[src/rtl/fifo_modport_pkg.sv]
// Shared types and sizing for the fifo_modport FIFO.
// Optional build macro used by the FIFO: FIFO_FWFT_EN (first-word-fall-through).
package fifo_pkg;

    localparam int DATA_W    = 128;
    localparam int DEPTH     = 16;
    localparam int AFULL_TH  = 14;
    localparam int AEMPTY_TH = 2;
    localparam int PTR_W     = $clog2(DEPTH);
    localparam int CNT_W     = PTR_W + 1;

    typedef logic [DATA_W-1:0] data_t;
    typedef logic [PTR_W-1:0]  ptr_t;
    typedef logic [CNT_W-1:0]  cnt_t;

    // Status flags, kept together so they register as one unit.
    typedef struct packed {
        logic full;
        logic alm_full;
        logic empty;
        logic alm_empty;
    } flags_t;

    // All four flags are a pure function of occupancy.
    function automatic flags_t flags_of(input cnt_t cnt);
        flags_t f;
        f.full      = (cnt == cnt_t'(DEPTH));
        f.alm_full  = (cnt >= cnt_t'(AFULL_TH));
        f.empty     = (cnt == cnt_t'(0));
        f.alm_empty = (cnt <= cnt_t'(AEMPTY_TH));
        return f;
    endfunction

endpackage

[src/rtl/fifo_modport_if.sv]
// Producer/consumer-facing bus of the fifo_modport FIFO.
// master: the side driving requests; slave: the FIFO itself.
interface fifo_modport_if;
    import fifo_pkg::*;

    logic  i_wren;
    logic  i_rden;
    data_t i_wrdata;
    logic  o_full;
    logic  o_alm_full;
    logic  o_empty;
    logic  o_alm_empty;
    data_t o_rddata;

    modport master (
        output i_wren, i_rden, i_wrdata,
        input  o_full, o_alm_full, o_empty, o_alm_empty, o_rddata
    );

    modport slave (
        input  i_wren, i_rden, i_wrdata,
        output o_full, o_alm_full, o_empty, o_alm_empty, o_rddata
    );

endinterface

[src/rtl/fifo_modport_mem.sv]
// fifo_mem: register-array storage with one write port and one
// asynchronous read port. Contents are never reset.
module fifo_mem
    import fifo_pkg::*;
(
    input  logic  clk,
    input  logic  we,
    input  ptr_t  waddr,
    input  data_t wdata,
    input  ptr_t  raddr,
    output data_t rdata
);

    data_t mem_r [DEPTH];

    // Store the write word at its address when enabled.
    always_ff @(posedge clk) begin
        if (we) begin
            mem_r[waddr] <= wdata;
        end
    end

    assign rdata = mem_r[raddr];

endmodule

[src/rtl/fifo_modport.sv]
// fifo_modport: synchronous single-clock FIFO with occupancy-derived flags.
// Build macro FIFO_FWFT_EN selects first-word-fall-through read data;
// without it the read data is registered with one cycle of latency.
module fifo_modport
    import fifo_pkg::*;
(
    input  logic          clk,
    input  logic          reset,
    fifo_modport_if.slave bus
);

    ptr_t   wptr_r;
    ptr_t   rptr_r;
    cnt_t   cnt_r;
    cnt_t   cnt_nxt_s;
    flags_t flags_r;
    logic   wr_ok_s;
    logic   rd_ok_s;
    logic   mem_we_s;
    data_t  mem_rdata_s;

    // Accept requests against the flags as they stood before the edge.
    always_comb begin
        wr_ok_s  = bus.i_wren && !flags_r.full;
        rd_ok_s  = bus.i_rden && !flags_r.empty;
        mem_we_s = wr_ok_s && !reset;
        case ({wr_ok_s, rd_ok_s})
            2'b10:   cnt_nxt_s = cnt_r + cnt_t'(1);
            2'b01:   cnt_nxt_s = cnt_r - cnt_t'(1);
            default: cnt_nxt_s = cnt_r;
        endcase
    end

    // Pointers, occupancy and flags; flags follow the new count directly.
    always_ff @(posedge clk) begin
        if (reset) begin
            wptr_r  <= ptr_t'(0);
            rptr_r  <= ptr_t'(0);
            cnt_r   <= cnt_t'(0);
            flags_r <= flags_of(cnt_t'(0));
        end else begin
            if (wr_ok_s) begin
                wptr_r <= wptr_r + ptr_t'(1);
            end
            if (rd_ok_s) begin
                rptr_r <= rptr_r + ptr_t'(1);
            end
            cnt_r   <= cnt_nxt_s;
            flags_r <= flags_of(cnt_nxt_s);
        end
    end

    fifo_mem u_mem (
        .clk   (clk),
        .we    (mem_we_s),
        .waddr (wptr_r),
        .wdata (bus.i_wrdata),
        .raddr (rptr_r),
        .rdata (mem_rdata_s)
    );

`ifdef FIFO_FWFT_EN
    data_t rddata_s;

    // Head of the queue is visible directly; blank while empty or in reset.
    always_comb begin
        if (reset || flags_r.empty) begin
            rddata_s = '0;
        end else begin
            rddata_s = mem_rdata_s;
        end
    end

    assign bus.o_rddata = rddata_s;
`else
    data_t rddata_r;

    // Capture the head word on an accepted read, otherwise hold.
    always_ff @(posedge clk) begin
        if (reset) begin
            rddata_r <= '0;
        end else if (rd_ok_s) begin
            rddata_r <= mem_rdata_s;
        end
    end

    assign bus.o_rddata = rddata_r;
`endif

    assign bus.o_full      = flags_r.full;
    assign bus.o_alm_full  = flags_r.alm_full;
    assign bus.o_empty     = flags_r.empty;
    assign bus.o_alm_empty = flags_r.alm_empty;

endmodule

[src/flat_wrapper.sv]
// flat-port wrapper written by rule: the top's interface ports become plain ports
module fifo_modport_flat import fifo_pkg::*;
  (clk, reset, bus_i_wren, bus_i_rden, bus_i_wrdata, bus_o_full, bus_o_alm_full, bus_o_empty, bus_o_alm_empty, bus_o_rddata);
  fifo_modport_if bus_i ();
  input  logic clk;
  input  logic reset;
  input wire logic [$bits(bus_i.i_wren)-1:0] bus_i_wren;
  input wire logic [$bits(bus_i.i_rden)-1:0] bus_i_rden;
  input wire logic [$bits(bus_i.i_wrdata)-1:0] bus_i_wrdata;
  output wire logic [$bits(bus_i.o_full)-1:0] bus_o_full;
  output wire logic [$bits(bus_i.o_alm_full)-1:0] bus_o_alm_full;
  output wire logic [$bits(bus_i.o_empty)-1:0] bus_o_empty;
  output wire logic [$bits(bus_i.o_alm_empty)-1:0] bus_o_alm_empty;
  output wire logic [$bits(bus_i.o_rddata)-1:0] bus_o_rddata;
  assign bus_i.i_wren = bus_i_wren;
  assign bus_i.i_rden = bus_i_rden;
  assign bus_i.i_wrdata = bus_i_wrdata;
  assign bus_o_full = bus_i.o_full;
  assign bus_o_alm_full = bus_i.o_alm_full;
  assign bus_o_empty = bus_i.o_empty;
  assign bus_o_alm_empty = bus_i.o_alm_empty;
  assign bus_o_rddata = bus_i.o_rddata;
  fifo_modport u_core (.clk(clk), .reset(reset), .bus(bus_i));
endmodule
[config.mk]
export PLATFORM = sky130hd
export DESIGN_NAME = fifo_modport_flat
export DESIGN_NICKNAME = d
export VERILOG_FILES = /design/src/rtl/fifo_modport_pkg.sv /design/src/rtl/fifo_modport_if.sv /design/src/rtl/fifo_modport_mem.sv /design/src/rtl/fifo_modport.sv /design/src/flat_wrapper.sv
export SDC_FILE = /design/constraint.sdc
export NUM_CORES = 2
export LEC_CHECK = 0
export ABC_AREA = 1
export CAP_MARGIN = 20
export CELL_PAD_IN_SITES_DETAIL_PLACEMENT = 1
export CELL_PAD_IN_SITES_GLOBAL_PLACEMENT = 2
export CORE_MARGIN = 10
export CORE_UTILIZATION = 39
export DETAILED_ROUTE_END_ITERATION = 10
export HOLD_SLACK_MARGIN = 0.03
export PLACE_DENSITY_LB_ADDON = 0.1
export RECOVER_POWER = 100
export SYNTH_ARGS = -nofsm -noshare
export SYNTH_HDL_FRONTEND = slang
export SYNTH_SLANG_ARGS = --single-unit
[constraint.sdc]
create_clock -name clk -period 14.9 [get_ports clk]
set_input_delay 4.47 -clock clk [delete_from_list [all_inputs] [get_ports clk]]
set_output_delay 4.47 -clock clk [all_outputs]
set_load 0.1 [all_outputs]
### After elaboration in Yosys (flattened, before gate mapping)

Memories as Yosys holds them, arrays and structs flattened. A register that Yosys moved wholly into a read port is not among the register bits.
Index checks and enable logic that the tools add are counted.

* $add $sub $neg: 4
* multipliers: 0
* divide/modulo/power cells: 0
* magnitude comparators: 2
* equality and inequality tests: 3
* shifts and indexed selects: 0
* multiplexer cells: 3
* bitwise gates (word level): 0
* reductions and logical operators: 7

Operators by type and width (number)
* $pmux 5 s2: 1
* $add 4x1->4 const B: 2
* $add 5x1->5 const B: 1
* $eq 5x5->1 const B: 1
* $ge 5x4->1 const B: 1
* $le 5x2->1 const B: 1
* $logic_not 5->1: 1
* $sub 5x1->5 const B: 1
* $logic_and 1x1->1: 3
* $logic_not 1->1: 3
* $eq 2x1->1 const B: 1
* $eq 2x2->1 const B: 1
* $mux 1: 2

* bits in registers: 17
* bits in latches: 0
* RAM bits: 2048
* ROM bits: 0
* input bits: 132
* output and inout bits: 132
* logic and storage cells: 27
* memories: 1

Memory list
* u_core.u_mem.mem_r: words 16, bits a word 128, read ports 1, clocked after memory_dff 1, wr ports 1, line fifo_modport_mem.sv:14 `data_t mem_r [DEPTH];`

### Depth between registers and ports, before layout

* depth in word-level cells: 5
* gate-level depth with buffers: 16
* depth with buffers taken out: 16

### Modules after synthesis

From an unflattened synthesis, not the netlist that was laid out.

* cell total of the unflattened synthesis: 8341
* area, all modules: 90385.4 um2

By module, submodules not included
* fifo_mem: times used 1, cells an instance 7658, area an instance 85117.9 um2, seq. area each 61499.0 um2
* fifo_modport: times used 1, cells an instance 683, area an instance 5267.6 um2, seq. area each 2902.8 um2

### Worst setup path before layout

No wires, ideal clock.

* path kind: input -> register
* from: input port reset
* to: memory u_core.u_mem.mem_r[15][0] in the netlist's numbering, enable pin
* setup time: 772 ps
* arrival: 13710 ps
* required time: 14128 ps
* slack: 417 ps
* stages: 4
* buffers on the path: 3
* cell sequence: clkbuf_1 -> clkbuf_1 -> clkbuf_1 -> nor3_1

* longest elaborated chain between the ends: 4

RTL lines
* start: declaration: line flat_wrapper.sv:6 `input logic reset;`
* $logic_not 1->1: line fifo_modport.sv:26 `mem_we_s = wr_ok_s && !reset;`
* $logic_and 1x1->1: line fifo_modport.sv:26
* $mux 1: line fifo_modport_mem.sv:18 `if (we) begin`
* $mux 1 (implied by the code): line fifo_modport_mem.sv:19 `mem_r[waddr] <= wdata;`
* end: declaration: line fifo_modport_mem.sv:14

No other way between the ends.

### Worst setup path after layout

* from: input port reset
* to: memory u_core.u_mem.mem_r[15][102] in the netlist's numbering, enable pin

The elaborated chain is that of the path after synthesis.

==> impl_metrics.ini <==
[outcome]
status = complete, but fails checks
violations = capacitance limit, slew limit

[clock_network]
cts_resized = 0
clk_latency_ns = 0.87
cts_setup_buffers = 0
cts_tree = built
cts_buffers = 234
clock-sinks = 2193
clock_path_buffers = 3
cts_root_buffer = clkbuf_16
ctsHoldBuffers = 0
htreeDepth = 4
clk_pin_slew_worst_paths_ns = 0.06

[final_layout]
area_growth_pct = 14.8
final_area_um2 = 97500
nFillCells = 22200
fin_util_pct = 44.9
nNetsFinal = 6843
layout-drive-gt1-share_pct = 6.02

[hold_path]
min_to = u_core.wptr_r[0]
hp-start = u_core.wptr_r[0]
worstHoldPathType = register to register
holdPathStages = 2

[grt]
grt_max_degree = 198
gr-total-overflow = 0
grt-busiest-layer = met2
track_usage_pct = 21.3
use_met2_pct = 35.8
antenna_found_initial = 50
grt_pass1_vias = 56700
grt_pass1_wl_um = 384000
grtUsageMet3_pct = 3.00
use_met1_pct = 29.2

[pwr]
seqPwrFrac_pct = 46.6
switching_share_pct = 27.9
p_int_w = 0.0107
p_switching_w = 0.00416
ir_drop_mv = 0.120
p_clk_share_pct = 39.0
powerDensity_nw_per_um2 = 153
combPwrFrac_pct = 14.4
leakage_nw = 32.5

[setup_path]
worstPathRequired_ns = 15.25
cpMostUsedCell = clkbuf_1
r2r_start = u_core.bus.o_full
crit_chain = clkbuf_1 > nor3_1 > clkbuf_1 > clkbuf_1
cpPeakStageDelay_ns = 3.19
start_kind = input port
crit_type = input port to register
cp_slowest_cell = clkbuf_1
reg2reg_slack_ns = 8.31
worstReg2RegEnd = u_core.u_mem.mem_r[15][102]
arrival_ns = 11.26
rr_worst_depth = 7
critPathCaptureType = register
cp_max_fo = 55

[synth]
synth_edf_count = 2048
async_reset_ff_share_pct = 0
synthCells = 6581
syn_area_um2 = 84900
ys_types = 31
post_synth.cell_area_avg_um2 = 12.9
synth_seq_area_share_pct = 75.8
synth-main-ff-cell = edfxtp_1
synth_nets = 6720
synth-seq-cells = 2193
yosysWarnings = 0

[timing]
hold_viol = 0
tightest_slew_ns = 4.85
rsz0062_at_grt = no
setup-tns-final_ns = 0
clock_skew_ns = 0.0299
report.final.slew_viol_count = 1290
finalSetupViolCount = 0
min_period_over_period_pct = 73.2
max_slew_margin_pct = -223
fmax_ghz = 0.0916
fin_crit_ns = 10.91

[die]
die_x_um = 487
fp-row-count = 171
die_h_um = 487
initial_utilization_pct = 39.1
core_um2 = 217000
ios = 264
dieArea_um2 = 237000

[detailed_routing]
drt-total-wl_um = 258000
ant_nets = 0
drc = 0
vias = 54500
drt-pass1-iter-count = 5
drtIter0Drc = 3512
via_per_inst = 5.58
avgRoutedWirePerCell_um = 26.4

[place]
port-buffer-count = 263
place_hpwl_um = 130000
place_area_um2 = 90000
routabilityCongestion = 0.726

[run]
drv_cap = 35
layer usage:
layer	vias to the layer above	wire (um)
met5	-	84
met4	16	5700
met3	385	10300
met2	1104	125000
met1	28600	118000
li1	24500	-
cells in the final DEF, fill, tap and decap left out, types with 92 or more instances in the layout:
master and instances:
o221ai_1 92, edfxtp_1 2048, dfxtp_1 141, o22ai_1 420, clkbuf_16 239, dlygate4sd3_1 259
o21ai_1 178, inv_1 166, o21ai_0 1137, clkbuf_1 111, nand2_1 273, nor2_1 1417
sequential cells by signal, summed over array words and instances, names as in the netlist:
signal and cells:
u_core.u_mem.mem_r 2048, u_core.bus.o_rddata 128, u_core.cnt_r 5, u_core.rptr_r 4, u_core.wptr_r 4, u_core.bus.o_alm_empty 1
u_core.bus.o_alm_full 1, u_core.bus.o_empty 1, u_core.bus.o_full 1
logic make-up after synthesis:
kind of cell / count (synthesis) / synth area share, %
adder cells (fa/ha/maj): 7 / 0.103
AO/OA/AOI/OAI: 1961 / 12.7
flip-flops: 2193 / 75.8
AND/OR/NAND/NOR: 1778 / 8.00
XOR/XNOR: 2 / 0.0206
buffers and inverters: 640 / 3.30
power groups by stage:
stage / Sequential (W) / Clock [W] / Combinational (W)
3_3_place_gp: 0.00708 / 0 / 0.00218
3_5_place_dp: 0.00708 / 0 / 0.00221
5_1_grt: 0.00695 / 0.00620 / 0.00236
2_1_floorplan: 0.00747 / 0 / 0.00107
6_report: 0.00694 / 0.00581 / 0.00214
4_1_cts: 0.00695 / 0.00595 / 0.00221
cell usage after synthesis, types with 2 or more instances:
library cell,count,area (um2)
edfxtp_1,2048,61500
o211ai_1,43,323
nor3_1,12,60.1
buf_6,15,169
buf_4,37,278
buf_2,116,581
nand3_1,71,355
nand2_1,272,1020
clkbuf_1,281,1050
a21boi_0,6,45.0
ha_1,7,87.6
o22ai_1,420,2630
o221ai_1,92,806
buf_1,21,78.8
xor2_1,2,17.5
inv_1,166,623
a21oi_1,83,415
dfxtp_1,145,2900
o21ai_1,256,1280
o21ai_0,1059,5300
nor2_1,1419,5330
critical path, delay by kind of cell:
kind                   cells  cell delay [ns]
buffers and inverters      3             5.92
and+or+nand+nor            1             0.62
final cells by class:
cell class / instances / area [um2] / area share, %
diodes: 11 / 27.5 / 0.0282
multi-input cells: 3748 / 17700 / 18.2
inverters: 170 / 691 / 0.709
repair buffers: 357 / 3370 / 3.45
clock inverters: 96 / 980 / 1.01
flip-flops and latches: 2193 / 64400 / 66.1
clock buffers: 351 / 6710 / 6.88
well taps: 2854 / 3570 / 3.66
metrics by stage:
| stage | setup slack [ns] | instances | total power, W | hold WS, ns |
|---|---|---|---|---|
| after floorplan | 0.417 | 6581 | 0.00855 | 0.491 |
| after global placement | 6.44 | 9322 | 0.00926 | 0.531 |
| after detailed placement | 6.37 | 9322 | 0.00929 | 0.538 |
| after CTS | 7.30 | 9769 | 0.0151 | 0.543 |
| after global routing | 3.66 | 9777 | 0.0155 | 0.577 |
| final | 3.99 | 9780 | 0.0149 | 0.552 |
worst max-delay path by stage:
stage / startpoint / to / slack, ns / depth (start not counted)
3_5_place_dp: bus_i_wren / u_core.u_mem.mem_r[1][112] / 6.37 / 7
2_1_floorplan: reset / u_core.u_mem.mem_r[15][0] / 0.42 / 4
6_report: reset / u_core.u_mem.mem_r[15][102] / 3.99 / 4
4_1_cts: bus_i_wren / u_core.u_mem.mem_r[1][107] / 7.30 / 7
5_1_grt: reset / u_core.u_mem.mem_r[15][99] / 3.66 / 4
3_3_place_gp: bus_i_wren / u_core.u_mem.mem_r[1][107] / 6.44 / 7
(Power assumes the default switching activity.)
